--- src/rtl/regfile_dump_reader_if.sv ---
// Byte stream from the register dump reader to the UART / debug link.
// Plain valid/ready handshake: the byte moves when both are high at posedge.
interface regfile_dump_reader_if;
  logic [7:0] out_data;
  logic       out_valid;
  logic       out_ready;

  modport master (
    output out_data,
    output out_valid,
    input  out_ready
  );

  modport slave (
    input  out_data,
    input  out_valid,
    output out_ready
  );
endinterface

--- src/rtl/regfile_dump_reader.sv ---
// Sweeps register file probe indices and streams each register
// as a 5-byte record: index byte, then data MSB first.
module regfile_dump_reader #(
  parameter int FIRST_REG = 0,
  parameter int LAST_REG  = 31
) (
  input  logic                          clk,
  input  logic                          rst,
  input  logic                          start,
  input  logic                          abort,
  output logic [4:0]                    prode_idx,
  input  logic [31:0]                   prode_data,
  regfile_dump_reader_if.master         strm,
  output logic                          busy,
  output logic                          done
);

  generate
    if (FIRST_REG < 0 || LAST_REG > 31 || FIRST_REG > LAST_REG) begin : g_bad
      $error("regfile_dump_reader: illegal FIRST_REG/LAST_REG");
    end
  endgenerate

  localparam logic [4:0] FIRST = 5'(FIRST_REG);
  localparam logic [4:0] LAST  = 5'(LAST_REG);

  typedef enum logic [1:0] {
    S_IDLE,
    S_CAPTURE,
    S_SEND,
    S_DONE
  } state_t;

  state_t      r_state;
  logic [4:0]  r_idx;
  logic [39:0] r_shift;
  logic [2:0]  r_cnt;
  logic        r_valid;
  logic        r_busy;
  logic        r_done;
  logic        w_hs;

  assign w_hs          = r_valid && strm.out_ready;
  assign prode_idx     = r_idx;
  assign strm.out_data = r_shift[39:32];
  assign strm.out_valid = r_valid;
  assign busy          = r_busy;
  assign done          = r_done;

  always_ff @(posedge clk) begin
    if (!rst) begin
      r_state <= S_IDLE;
      r_idx   <= FIRST;
      r_shift <= '0;
      r_cnt   <= '0;
      r_valid <= 1'b0;
      r_busy  <= 1'b0;
      r_done  <= 1'b0;
    end else begin
      r_done <= 1'b0;
      unique case (r_state)
        S_IDLE: begin
          if (start) begin
            r_idx   <= FIRST;
            r_busy  <= 1'b1;
            r_state <= S_CAPTURE;
          end
        end
        S_CAPTURE: begin
          if (abort) begin
            r_idx   <= FIRST;
            r_busy  <= 1'b0;
            r_state <= S_IDLE;
          end else begin
            r_shift <= {3'b000, r_idx, prode_data};
            r_cnt   <= '0;
            r_valid <= 1'b1;
            r_state <= S_SEND;
          end
        end
        S_SEND: begin
          // a byte accepted alongside abort is delivered; nothing follows it
          if (abort) begin
            r_valid <= 1'b0;
            r_idx   <= FIRST;
            r_busy  <= 1'b0;
            r_state <= S_IDLE;
          end else if (w_hs) begin
            r_shift <= {r_shift[31:0], 8'h00};
            r_cnt   <= r_cnt + 3'd1;
            if (r_cnt == 3'd4) begin
              r_valid <= 1'b0;
              if (r_idx == LAST) begin
                r_done  <= 1'b1;
                r_state <= S_DONE;
              end else begin
                r_idx   <= r_idx + 5'd1;
                r_state <= S_CAPTURE;
              end
            end
          end
        end
        S_DONE: begin
          r_idx   <= FIRST;
          r_busy  <= 1'b0;
          r_state <= S_IDLE;
        end
        default: begin
          r_state <= S_IDLE;
        end
      endcase
    end
  end

endmodule
--- src/flat_wrapper.sv ---
// flat-port wrapper written by rule: the top's interface ports become plain ports
module regfile_dump_reader_flat 
#(
  parameter int FIRST_REG = 0,
  parameter int LAST_REG  = 31
)
  (clk, rst, start, abort, prode_idx, prode_data, busy, done, strm_out_data, strm_out_valid, strm_out_ready);
  regfile_dump_reader_if strm_i ();
  input  logic clk;
  input  logic rst;
  input  logic start;
  input  logic abort;
  output logic [4:0] prode_idx;
  input  logic [31:0] prode_data;
  output logic busy;
  output logic done;
  output wire logic [$bits(strm_i.out_data)-1:0] strm_out_data;
  output wire logic [$bits(strm_i.out_valid)-1:0] strm_out_valid;
  input wire logic [$bits(strm_i.out_ready)-1:0] strm_out_ready;
  assign strm_out_data = strm_i.out_data;
  assign strm_out_valid = strm_i.out_valid;
  assign strm_i.out_ready = strm_out_ready;
  regfile_dump_reader #(.FIRST_REG(FIRST_REG), .LAST_REG(LAST_REG)) u_core (.clk(clk), .rst(rst), .start(start), .abort(abort), .prode_idx(prode_idx), .prode_data(prode_data), .strm(strm_i), .busy(busy), .done(done));
endmodule
--- config.mk ---
export PLATFORM = sky130hd
export DESIGN_NAME = regfile_dump_reader_flat
export DESIGN_NICKNAME = d
export VERILOG_FILES = /design/src/rtl/regfile_dump_reader_if.sv /design/src/rtl/regfile_dump_reader.sv /design/src/flat_wrapper.sv
export SDC_FILE = /design/constraint.sdc
export NUM_CORES = 1
export LEC_CHECK = 0
export BUFFER_PORTS_ARGS = -buffer_cell sky130_fd_sc_hd__clkbuf_2
export CORE_MARGIN = 1
export CORE_UTILIZATION = 30
export DETAILED_ROUTE_END_ITERATION = 16
export MAX_ROUTING_LAYER = met4
export SLEW_MARGIN = 20
export SYNTH_ARGS = -nofsm -noshare
export SYNTH_HDL_FRONTEND = slang
export SYNTH_SLANG_ARGS = --single-unit
--- constraint.sdc ---
create_clock -name clk -period 2.36 [get_ports clk]
set_input_delay 0.708 -clock clk [delete_from_list [all_inputs] [get_ports clk]]
set_output_delay 0.708 -clock clk [all_outputs]
set_load 0.02 [all_outputs]
# ---- Word-level counts from Yosys, hierarchy flattened
# Index checks and enable logic that the tools add are counted.
dict set report word_totals {
  output_inout_bits 16
  in_bits 37
  latch_bits 0
  n_memories 0
  regBits 53
  word_cells 68
  rom_bits 0
  ram_bits 0
}
dict set report classes {
  order_cmp 0
  n_eq_ne 14
  n_div 0
  reduce_logical 10
  n_mul 0
  bitwise 4
  n_mux 31
  shifts 0
  addsub 2
}
# cell count
set ops {}
lappend ops {{$mux W40} 3}
lappend ops {{$pmux W40 S2} 1}
lappend ops {{$mux W5} 6}
lappend ops {{$pmux W5 S4} 1}
lappend ops {{$mux W2} 6}
lappend ops {{$mux W3} 3}
lappend ops {{$ne A2 B2 Y1 const B} 4}
lappend ops {{$pmux W2 S4} 1}
lappend ops {{$reduce_and A4 Y1} 2}
lappend ops {{$mux W1} 7}
lappend ops {{$ne A3 B2 Y1 const B} 2}
lappend ops {{$pmux W3 S2} 1}
lappend ops {{$add A5 B1 Y5 const B} 1}
lappend ops {{$eq A5 B5 Y1 const B} 1}
lappend ops {{$reduce_and A5 Y1} 1}
lappend ops {{$reduce_or A5 Y1} 1}
lappend ops {{$eq A2 B2 Y1 const B} 2}
lappend ops {{$ne A2 B1 Y1 const B} 2}
lappend ops {{$not A1 Y1} 4}
lappend ops {{$add A3 B1 Y3 const B} 1}
lappend ops {{$eq A3 B3 Y1 const B} 1}
lappend ops {{$ne A3 B3 Y1 const B} 1}
lappend ops {{$pmux W1 S3} 1}
lappend ops {{$reduce_and A3 Y1} 1}
lappend ops {{other kinds (7)} 7}

# ---- Logic depth before layout (Yosys ltp)
dict set report logic_depth {
  word_depth 6
  mapped_depth 7
  ltp_nobuf 7
}

# ---- Worst setup path after synthesis
# No wires, ideal clock.
dict set report synth_path {
  kind {reg-to-reg}
  from {register u_core.r_idx[0] (netlist: u_core.prode_idx[0])}
  to {register u_core.r_idx[3] (netlist: u_core.prode_idx[3])}
  setup_slack_ns 0.049
  arrival_ns 2.241
  setup_ns 0.070
  n_path_buf 1
  path_stages_with_launch 8
  period_less_slack_ns 2.311
  required_time_ns 2.290
  cell_sequence {dfxtp_1 -> ha_1 -> and3_1 -> ha_1 -> or4_1 -> buf_2 -> or4_1 -> a21boi_1}
}
dict set report synth_between {
  elab_chain_cells 6
  word_cells_on_any_way 9
  classes_between {add/sub: 1; eq/ne: 2; mux: 5; reduce/logical: 1}
}
# item line
set synth_lines {}
lappend synth_lines {{from (decl)} regfile_dump_reader.sv:35} ;# logic [4:0] r_idx;
lappend synth_lines {{from (signal assigned)} regfile_dump_reader.sv:97} ;# r_idx <= r_idx + 5'd1;
lappend synth_lines {{$add A5 B1 Y5} regfile_dump_reader.sv:97}
lappend synth_lines {{$mux W5} regfile_dump_reader.sv:93} ;# if (r_idx == LAST) begin
lappend synth_lines {{$mux W5} regfile_dump_reader.sv:91} ;# if (r_cnt == 3'd4) begin
lappend synth_lines {{$mux W5} regfile_dump_reader.sv:88} ;# end else if (w_hs) begin
lappend synth_lines {{$mux W5} regfile_dump_reader.sv:83} ;# if (abort) begin
lappend synth_lines {{$pmux W5 S4} regfile_dump_reader.sv:61} ;# unique case (r_state)
# Parallel ways exist; a longest one is shown, timed or not. The select of a mux whose other input is x is not followed.
# A chain may end at the register's enable or synchronous reset.

# ---- Worst setup path in the final report
dict set report layout_path {
  from {register u_core.r_idx[1] (netlist: u_core.prode_idx[1])}
  to {register u_core.r_idx[3] (netlist: u_core.prode_idx[3])}
}
# Same word-level chain as after synthesis.

==> impl.org <==
** STA
- Setup repair after global routing left no endpoint under its margin.
- Setup TNS after final layout :: 0 ps
- Slew at the pin closest to its max-slew limit :: 684 ps
- Setup slack closes at 120 ps.
- The worst path needs 2240 ps of the cycle, external delays included.
- Measured against its own limit, the worst slew margin works out to 54.2%.
- Slew Limit Fails :: 0
- Final period utilization :: 94.9%
- Number of hold violations in the final report :: 0
- On the final layout, the worst clock skew is 9.51 ps.
- Final Setup Violations :: 0
- Max Fclk :: 446 MHz
- Final hold analysis gives a worst-case slack of around 470 ps.

** Floorplanning
- From bottom edge to top edge, the die measures 94.3 um.
- The floorplan has 33 rows.
- Initial core utilization :: a little under a third
- Pin placement for this block handled 53 I/O pins.
- The total area inside the core boundary comes to 0.00822 sq mm.
- Die area :: 0.00890 sq mm
- DIE WIDTH :: ~94 um

** Synth
- Multiplexer area fraction after synthesis :: 12.1%
- After synthesis, the largest family of logic cells by area is compound AO/OA/AOI/OAI gates.
- Sequential cells were found to cover 41.5% of the synthesized design area.
- Post-synth top flop :: sky130_fd_sc_hd__dfxtp_1
- Synthesis produced around 270 cells.
- Proportion of register bits with asynchronous set or reset after synthesis :: 0%
- Area share of and/or/nand/nor cells after synthesis :: between 15 and 20%
- Each instance of the synthesized netlist takes up on average between 9 and 10 sq um.
- Area share of xor/xnor cells in the synthesized design :: 0.342%
- Summing every instance area after synthesis gives 0.00256 sq mm.
- Adder and majority cell fraction of the synthesized area :: 3.91%
- Number of synthesis warnings :: 0
- Yosys mapped the design onto 36 distinct sky130hd cell types.
- Yosys mapped a number of flops with a built-in enable equal to 0.
- Summing the areas of all compound-gate instances in the mapped netlist gives 20.3% of the synthesized area.
- Synthesis-stage register bit count :: 53
- Synthesis produced a netlist with a net count of between 300 and 400.

** Setup path
- Along the worst path, the maximum fanout reaches 5.
- Data arrives at the worst endpoint at 2490 ps.
- R2r startpoint :: u_core.prode_idx[1]
- Critical path endpoint category :: flop
- Critical path class :: flop to flop
- The worst register-to-register path has a depth of 6.
- STA classifies the critical path startpoint as a flop.
- The critical path ends at u_core.prode_idx[3].
- Worst reg-to-reg setup slack :: approximately 120 ps
- Source of the critical timing path :: u_core.prode_idx[1]
- STA puts the critical path data required time at 2610 ps.
- Destination of the worst register-to-register timing path :: u_core.prode_idx[3]

** Clocking
- CTS root buffer :: sky130_fd_sc_hd__clkbuf_8
- Post-CTS clock slew at the launch and capture registers of the worst setup and hold paths :: 100 ps
- Clock latency on the worst-skew pair, taken at its later pin, is 310 ps.
- TritonCTS built the clock tree.
- Once the clock tree was built, the resizer swapped 0 gates to a different size.
- Buffers inserted during clock tree synthesis total 5.
- Once the clock tree was built, the setup fixing pass inserted 0 buffers.
- CTS saw 53 sinks.
- The clock passes through at most 2 buffers.
- Hold Buf Count CTS :: 0
- CTS built an H-tree with a depth of 2.

** Status
- Outcome :: complete, no violations

** Final layout
- Most common library cell in the layout ignoring fill and taps :: sky130_fd_sc_hd__dfxtp_1
- From synthesis to final layout, the design area changed by 18.1%.
- Commonest cells after routing, fill and taps aside :: 53 x sky130_fd_sc_hd__dfxtp_1, 52 x sky130_fd_sc_hd__clkbuf_2, 38 x sky130_fd_sc_hd__nand2_1
- Count of antenna diodes in the layout :: 0
- Net count of the finished layout :: 354
- Share of final-layout standard cells stronger than drive strength 1 :: 24.2%
- After filler insertion, the fill cell instance count of the layout stands at 851.
- Storage cell area :: 0.00106 sq mm
- In the final layout, the multi-input gates occupy 0.00134 sq mm.
- Number of standard cells in the layout, taps in and fillers out :: 415

** Placed design
- Port buffering added 52 buffers.
- Global placer's final weighted congestion :: 0.857
- Post-Place Cells :: 407
- After legalization and detailed placement, the total HPWL measured a little over 4 mm.
- Post-place setup slack :: 144 ps

** GRT
- Met1 demand-to-capacity share in global routing :: roughly 18%
- Entering global routing, the biggest net connects 64 pins.
- First-pass GRT wire length :: between 9 and 10 mm
- Number of global-route vias before repair :: 1978
- For this run, global-route usage on met3 was measured as 3.95%.
- Initial antenna violation count :: 0
- Total routing resource utilization after global routing :: 13.6%
- Global Route met2 Usage :: 19.7%
- In this run the most used layer during global routing was met2.
- After global routing the overflow that remains totals 0.

** Route
- Remaining DRCs :: 0
- Antenna-violating nets left :: 0
- The final layout contains routed wiring with a total length of approximately 5.5 mm.
- After detailed routing, the average wire length per cell comes to around 13 um.
- DRT Pass-1 Iters :: 6
- After the first detailed-routing iteration, the DRC count stood at 71.
- Vias/cell :: 4.89
- Vias after detailed routing :: 2028

** Hold path
- In this run the worst hold path is classified as flop to flop.
- Worst Hold Depth :: 2

** Job
- Max-cap violations in this run came to 0.

** Power and ir drop
- The completed layout was analyzed and its total power is between 1.5 and 2 mW.
- Leakage power summed over all cells :: 1.46 nW
- PD cells :: 623 mW/mm^2
- Peak VDD IR :: 0.268 mV
## where the power goes
part           switching (mW)  total, mW  internal, mW  leakage (nW)
combinational           0.145      0.270         0.124         0.970
clock                   0.306      0.625         0.319        0.0554
sequential             0.0330      0.987         0.953         0.432
total                   0.484       1.88          1.40          1.46
## worst min-delay path by stage
stage / start / end
2_1_floorplan: u_core.r_shift[37] / u_core.r_shift[37]
3_3_place_gp: u_core.r_shift[39] / u_core.r_shift[39]
3_5_place_dp: u_core.r_shift[37] / u_core.r_shift[37]
4_1_cts: u_core.r_shift[37] / u_core.r_shift[37]
5_1_grt: u_core.r_shift[37] / u_core.r_shift[37]
6_report: u_core.r_shift[37] / u_core.r_shift[37]
## metal layers
layer	share of wire (%)	vias to the layer above	wire (um)
met2	42	68	2300
met4	1.9	0	105
li1	-	1034	-
met3	6.6	14	362
met5	0	-	0
met1	50	912	2740
## through the flow
step | utilization [%] | cell area, sq um
finish | 36.8 | 3020
floorplan | - | 2560
global placement | 35.3 | 2900
global route | 36.8 | 3020
CTS | 36.8 | 3020
detailed placement | 35.4 | 2910
## kinds of logic after synthesis
family,after synthesis
AOI/OAI and AO/OA,62
xor gates and xnor gates,1
adders and majority gates,8
buffers and inverters,34
DFF,53
muxes,31
and+or+nand+nor,78
## flip-flops by register name, summed over array words and instances, names as in the netlist
signal	flops
u_core.busy	1
u_core.r_state	2
u_core.done	1
u_core.r_cnt	3
u_core.prode_idx	5
u_core.strm.out_valid	1
u_core.r_shift	40
## cells in the mapped netlist, types with 2 or more instances
cell type	number	area, sq um
sky130_fd_sc_hd__dfxtp_1	53	1060
sky130_fd_sc_hd__nor3_1	3	15.0
sky130_fd_sc_hd__nand3_1	8	40.0
sky130_fd_sc_hd__ha_1	8	100
sky130_fd_sc_hd__buf_4	8	60.1
sky130_fd_sc_hd__nand2b_1	3	18.8
sky130_fd_sc_hd__o21ai_0	2	10.0
sky130_fd_sc_hd__inv_1	7	26.3
sky130_fd_sc_hd__or4_1	2	15.0
sky130_fd_sc_hd__and3_2	2	15.0
sky130_fd_sc_hd__nor2_1	3	11.3
sky130_fd_sc_hd__nand2_1	38	143
sky130_fd_sc_hd__o211a_1	30	300
sky130_fd_sc_hd__nor2b_1	12	75.1
sky130_fd_sc_hd__a22oi_1	8	60.1
sky130_fd_sc_hd__o211ai_1	2	15.0
sky130_fd_sc_hd__buf_2	4	20.0
sky130_fd_sc_hd__o21a_1	2	15.0
sky130_fd_sc_hd__mux2i_1	31	310
sky130_fd_sc_hd__a21oi_1	7	35.0
sky130_fd_sc_hd__nor3b_1	2	15.0
sky130_fd_sc_hd__clkbuf_1	13	48.8
sky130_fd_sc_hd__a21boi_0	6	45.0
## worst max-delay path: stages, from the launching register on
cell and delay [ps]:
sky130_fd_sc_hd__dfxtp_1 360, sky130_fd_sc_hd__ha_1 200, sky130_fd_sc_hd__and3_1 190, sky130_fd_sc_hd__ha_1 210
sky130_fd_sc_hd__or4_1 590, sky130_fd_sc_hd__or4_1 490, sky130_fd_sc_hd__a21boi_1 150
## final cells by class
cell class | count | share of cell area [%]
multi-input combinational | 180 | 44.4
sequential | 53 | 35.1
timing repair buffer | 62 | 11.5
tap | 105 | 4.35
clock buffer | 6 | 2.40
clock inverter | 2 | 1.28
inverter | 7 | 0.870
Power figures use the tool's default switching activity.
